<file path="config.mk">
export PLATFORM = sky130hd
export DESIGN_NAME = audiodac_burst_sched
export DESIGN_NICKNAME = d
export VERILOG_FILES = /design/src/rtl/audiodac_burst_sched.sv
export SDC_FILE = /design/constraint.sdc
export NUM_CORES = 1
export LEC_CHECK = 0
export BUFFER_PORTS_ARGS = -buffer_cell sky130_fd_sc_hd__buf_2
export CAP_MARGIN = 20
export CELL_PAD_IN_SITES_DETAIL_PLACEMENT = 1
export CELL_PAD_IN_SITES_GLOBAL_PLACEMENT = 2
export CORE_ASPECT_RATIO = 1.2
export CORE_MARGIN = 2
export CORE_UTILIZATION = 32
export DETAILED_ROUTE_END_ITERATION = 16
export MAX_ROUTING_LAYER = met4
export PLACE_DENSITY_LB_ADDON = 0.12
export SYNTH_ARGS = -nofsm -noshare
export SYNTH_HDL_FRONTEND = slang
export SYNTH_SLANG_ARGS = --single-unit
</file>
<file path="constraint.sdc">
create_clock -name CLK -period 3.2 [get_ports CLK]
set_input_delay 0.32 -clock CLK [delete_from_list [all_inputs] [get_ports CLK]]
set_output_delay 0.32 -clock CLK [all_outputs]
set_load 0.02 [all_outputs]
</file>
<file path="src/rtl/audiodac_burst_sched.sv">
// Round-robin burst scheduler sharing the audiodac sample FIFO write port between two
// 16-bit sources, inserting a zero word when the FIFO sits empty with nobody to feed it.
module audiodac_burst_sched #(
    parameter int MAX_BURST  = 16,
    parameter int UNDER_WAIT = 8
) (
    input  logic        CLK,
    input  logic        RESET_N,
    input  logic [15:0] src0_data_i,
    input  logic        src0_valid_i,
    output logic        src0_ready_o,
    input  logic [15:0] src1_data_i,
    input  logic        src1_valid_i,
    output logic        src1_ready_o,
    output logic [15:0] fifo_o,
    output logic        fifo_rdy_o,
    input  logic        fifo_ack_i,
    input  logic        fifo_full_i,
    input  logic        fifo_empty_i,
    output logic [1:0]  grant_o,
    output logic        underrun_o,
    output logic [7:0]  underrun_cnt_o
);
    typedef enum logic [2:0] {
        S_IDLE,
        S_ARB,
        S_LOAD,
        S_WAIT_ACK,
        S_REL
    } state_t;

    state_t      state_reg, state_next;
    logic [1:0]  grant_reg, grant_next;
    logic        rr_reg, rr_next;          // 1: src1 wins a tie
    logic        zero_reg, zero_next;      // current burst is a single inserted zero word
    logic [7:0]  word_cnt_reg, word_cnt_next;
    logic [7:0]  wait_cnt_reg, wait_cnt_next;
    logic [15:0] word_reg, word_next;
    logic [7:0]  under_cnt_reg, under_cnt_next;

    logic [1:0]  src_valid;
    logic [1:0]  src_ready;
    logic        load_src;
    logic        burst_end;

    assign src_valid = {src1_valid_i, src0_valid_i};
    assign burst_end = fifo_full_i || (word_cnt_reg == 8'(MAX_BURST))
                    || ((grant_reg & src_valid) == 2'b00) || zero_reg;

    always_ff @(posedge CLK) begin
        if (!RESET_N) begin
            state_reg     <= S_IDLE;
            grant_reg     <= 2'b00;
            rr_reg        <= 1'b0;
            zero_reg      <= 1'b0;
            word_cnt_reg  <= 8'd0;
            wait_cnt_reg  <= 8'd0;
            word_reg      <= 16'd0;
            under_cnt_reg <= 8'd0;
        end else begin
            state_reg     <= state_next;
            grant_reg     <= grant_next;
            rr_reg        <= rr_next;
            zero_reg      <= zero_next;
            word_cnt_reg  <= word_cnt_next;
            wait_cnt_reg  <= wait_cnt_next;
            word_reg      <= word_next;
            under_cnt_reg <= under_cnt_next;
        end
    end

    always_comb begin
        state_next     = state_reg;
        grant_next     = grant_reg;
        rr_next        = rr_reg;
        zero_next      = zero_reg;
        word_cnt_next  = word_cnt_reg;
        wait_cnt_next  = wait_cnt_reg;
        word_next      = word_reg;
        under_cnt_next = under_cnt_reg;
        case (state_reg)
            S_IDLE: begin
                if (fifo_empty_i) state_next = S_ARB;
            end
            S_ARB: begin
                if (src_valid != 2'b00) begin
                    grant_next    = (src_valid == 2'b11) ? (rr_reg ? 2'b10 : 2'b01) : src_valid;
                    zero_next     = 1'b0;
                    word_cnt_next = 8'd0;
                    wait_cnt_next = 8'd0;
                    state_next    = S_LOAD;
                end else if (!fifo_empty_i) begin
                    // FIFO no longer empty: the underrun wait restarts from IDLE
                    wait_cnt_next = 8'd0;
                    state_next    = S_IDLE;
                end else if (wait_cnt_reg == 8'(UNDER_WAIT - 1)) begin
                    grant_next    = 2'b00;
                    zero_next     = 1'b1;
                    word_cnt_next = 8'd0;
                    wait_cnt_next = 8'd0;
                    state_next    = S_LOAD;
                end else begin
                    wait_cnt_next = wait_cnt_reg + 8'd1;
                end
            end
            S_LOAD: begin
                word_next  = zero_reg ? 16'd0 : (grant_reg[1] ? src1_data_i : src0_data_i);
                if (zero_reg && (under_cnt_reg != 8'hFF)) under_cnt_next = under_cnt_reg + 8'd1;
                state_next = S_WAIT_ACK;
            end
            S_WAIT_ACK: begin
                if (fifo_ack_i) begin
                    word_cnt_next = word_cnt_reg + 8'd1;
                    state_next    = S_REL;
                end
            end
            S_REL: begin
                if (!fifo_ack_i) begin
                    if (burst_end) begin
                        if (!zero_reg) rr_next = grant_reg[0];
                        grant_next = 2'b00;
                        zero_next  = 1'b0;
                        state_next = S_IDLE;
                    end else begin
                        state_next = S_LOAD;
                    end
                end
            end
            default: state_next = S_IDLE;
        endcase
    end

    always_comb begin
        load_src   = (state_reg == S_LOAD) && !zero_reg;
        underrun_o = (state_reg == S_LOAD) && zero_reg;
        fifo_rdy_o = (state_reg == S_WAIT_ACK);
    end

    genvar gi;
    generate
        for (gi = 0; gi < 2; gi++) begin : g_ready
            assign src_ready[gi] = load_src & grant_reg[gi];
        end
    endgenerate

    assign src0_ready_o   = src_ready[0];
    assign src1_ready_o   = src_ready[1];
    assign fifo_o         = word_reg;
    assign grant_o        = grant_reg;
    assign underrun_cnt_o = under_cnt_reg;
endmodule

</file>
==> reports/qor.txt <==
area share of the largest cell type after synthesis = 38.7%
largest net degree at the start of global routing = 29
die width = 83.5 um
antenna fix cells = 0
critical path arrival = 1.96 ns
count leader, synth = dfxtp_1
Skew-Pair Late Insertion Delay = 0.31 ns
reg2reg path depth = 7
Overflow after GRT = 0
Placed Instances = 427
via density per instance = 5.23
worst slew pin tran = 0.787 ns
f_max = 0.439 GHz
reg2reg start = word_cnt_reg[0]
Post-Synthesis Cell Area = 2430 um2
buffers added on ports = 68
crit path launch = state_reg[1]
synth warn = 0
clock root buffer = clkbuf_8
first-pass GRT wire length = 10800 um
max reg flops = 16
wire per inst = 14.4 um
Most used DFF post-synth = dfxtp_1
Slew Limit Fails = 0
Worst-path clk slew = 0.09 ns
largest area contributor in the netlist = dfxtp_1
synth unique cells = 47
total CTS buffers = 5
hold bufs inserted after CTS = 0
Global Route Usage Sum = 16.0%
syn_area_per_cell = 8.52 um2
hpwl dp = 4690 um
Post-synth EDFFs = 0
P_leak = 0.00125 uW
total routed wirelength = 6270 um
Max-slew headroom = 47.4%
Worst Setup End Kind = output port
Final Cycle Share = 71.2%
Core Box Area = 7320 um2
hold_ws = 0.310 ns
clock net sink count = 47
Worst Path Max Fanout = 19
outcome = completed
Worst Clk Skew = 0.0133 ns
final worst slack = 0.922 ns
1st-iter DRT viols = 95
RR Endpoint = zero_reg
Hold Fails Final Rpt = 0
Post-DRT Antenna Nets = 0
Post-CTS Resized = 0
Synth Instances = 285
Setup CP Type = reg2out
RSZ-0062 raised after global routing = false
crit path launch type = flip-flop
Pwr Density = 449 nW/um2
Worst Setup EP = src0_ready_o
Initial Util = 33.2%
post-placement setup slack = 1.14 ns
setup TNS = 0 ns
VDD IR max = 0.000264 V
Syn Nets = 328
Max-cap violations = 0
DRC Markers = 0
DIE AREA = 8300 um2
Ports = 69
post-synthesis sequential area ratio = 38.7%
Final #Nets = 387
initial antenna violation count = 0
final setup fails = 0
Die H = 99.4 um
top cells by count, synth = dfxtp_1, nor2_1, a21oi_1, nor3_1, mux2i_1
top post-synthesis cells by area = dfxtp_1, mux2i_1, nor2_1, a21oi_1, nor3_1
Cell Count, Final, Fillers Out = 435
Initial DRT Pass Iterations = 4
layout cell share with drive strength beyond 1 = 24.3%
vias in the first global route = 2292
Max Buffers Root-to-Sink = 2
CTS tree = done
Final Critical Period = 2.28 ns
FF+latch count, synth = 47
total number of H-tree levels = 2
Post-CTS Setup Bufs = 0
reg2reg setup slack = 1.10 ns
Synth-to-Final Area Change = 20.2%
Worst Path Required = 2.88 ns
FFs w/ async S/R, synth = 0%
Rows = 34
Vias = 2275
RD Place Congestion = 0.796
Hold Path Cell Cnt = 3
Worst Hold Class = in2reg
[where the power goes]
part | internal, uW | total, uW | switching [uW]
combinational | 90.2 | 222 | 132
clock | 253 | 460 | 207
sequential | 606 | 630 | 23.8
total | 949 | 1310 | 362
[worst max-delay path, cell delays in order, from the launching register on]
cell and delay (ns):
dfxtp_1 0.55, nor2b_1 0.20, nand2b_1 0.39, nor3b_1 0.31, buf_2 0.20
[layout by cell type, fill, tap and decap left out, types with 4 or more instances in the layout]
cell type,netlist,routed
clkbuf_8,0,6
mux2i_1,19,19
nand4_1,4,4
and3_1,8,8
xor2_1,9,9
ha_1,4,4
buf_2,3,68
nor3_1,21,21
a21oi_1,24,24
o21ai_0,7,7
inv_1,4,4
o211ai_1,4,4
dfxtp_1,47,47
nor2b_1,4,4
nand3_1,6,6
nor2_1,44,44
nand2_1,10,10
o211a_1,5,5
[worst min path at each step]
stage / slack [ns] / to / startpoint
floorplan: 0.45 / word_cnt_reg[1] / word_cnt_reg[1]
global placement: 0.46 / fifo_o[3] / fifo_o[3]
detailed placement: 0.48 / word_cnt_reg[1] / word_cnt_reg[1]
CTS: 0.30 / grant_o[0] / src0_valid_i
global route: 0.34 / grant_o[1] / src1_valid_i
finish: 0.31 / grant_o[0] / src0_valid_i
[metal layers]
| layer | vias up | GRT usage [%] | share of wire, % |
|---|---|---|---|
| li1 | 1140 | - | - |
| met1 | 1077 | 20.1 | 46 |
| met2 | 49 | 25.9 | 48 |
| met3 | 9 | 3.32 | 4.6 |
| met4 | 0 | 4.84 | 1.4 |
| met5 | - | - | 0 |
[layout make-up]
| class | instances | area (um2) |
|---|---|---|
| Fill cell | 911 | 4400 |
| Multi-Input combinational cell | 214 | 1370 |
| Sequential cell | 47 | 941 |
| Timing Repair Buffer | 71 | 363 |
| Tap cell | 90 | 113 |
| Clock buffer | 6 | 82.6 |
| Clock inverter | 2 | 35.0 |
| Inverter | 5 | 18.8 |
[stage by stage]
step | power, uW | utilization (%) | cell area [um2]
after detailed placement | 869 | 38.3 | 2800
after global placement | 868 | 38.3 | 2800
after global routing | 1380 | 39.9 | 2920
after CTS | 1330 | 39.9 | 2920
after floorplan | 801 | - | 2430
final | 1310 | 39.9 | 2920
[kinds of logic after synthesis]
group,synth area share [%]
compound gates,15.1
xor+xnor,3.97
fa+ha+maj,2.06
buf+inv,4.95
flops,38.7
mux,7.83
simple gates,27.3
(Power assumes the default switching activity.)
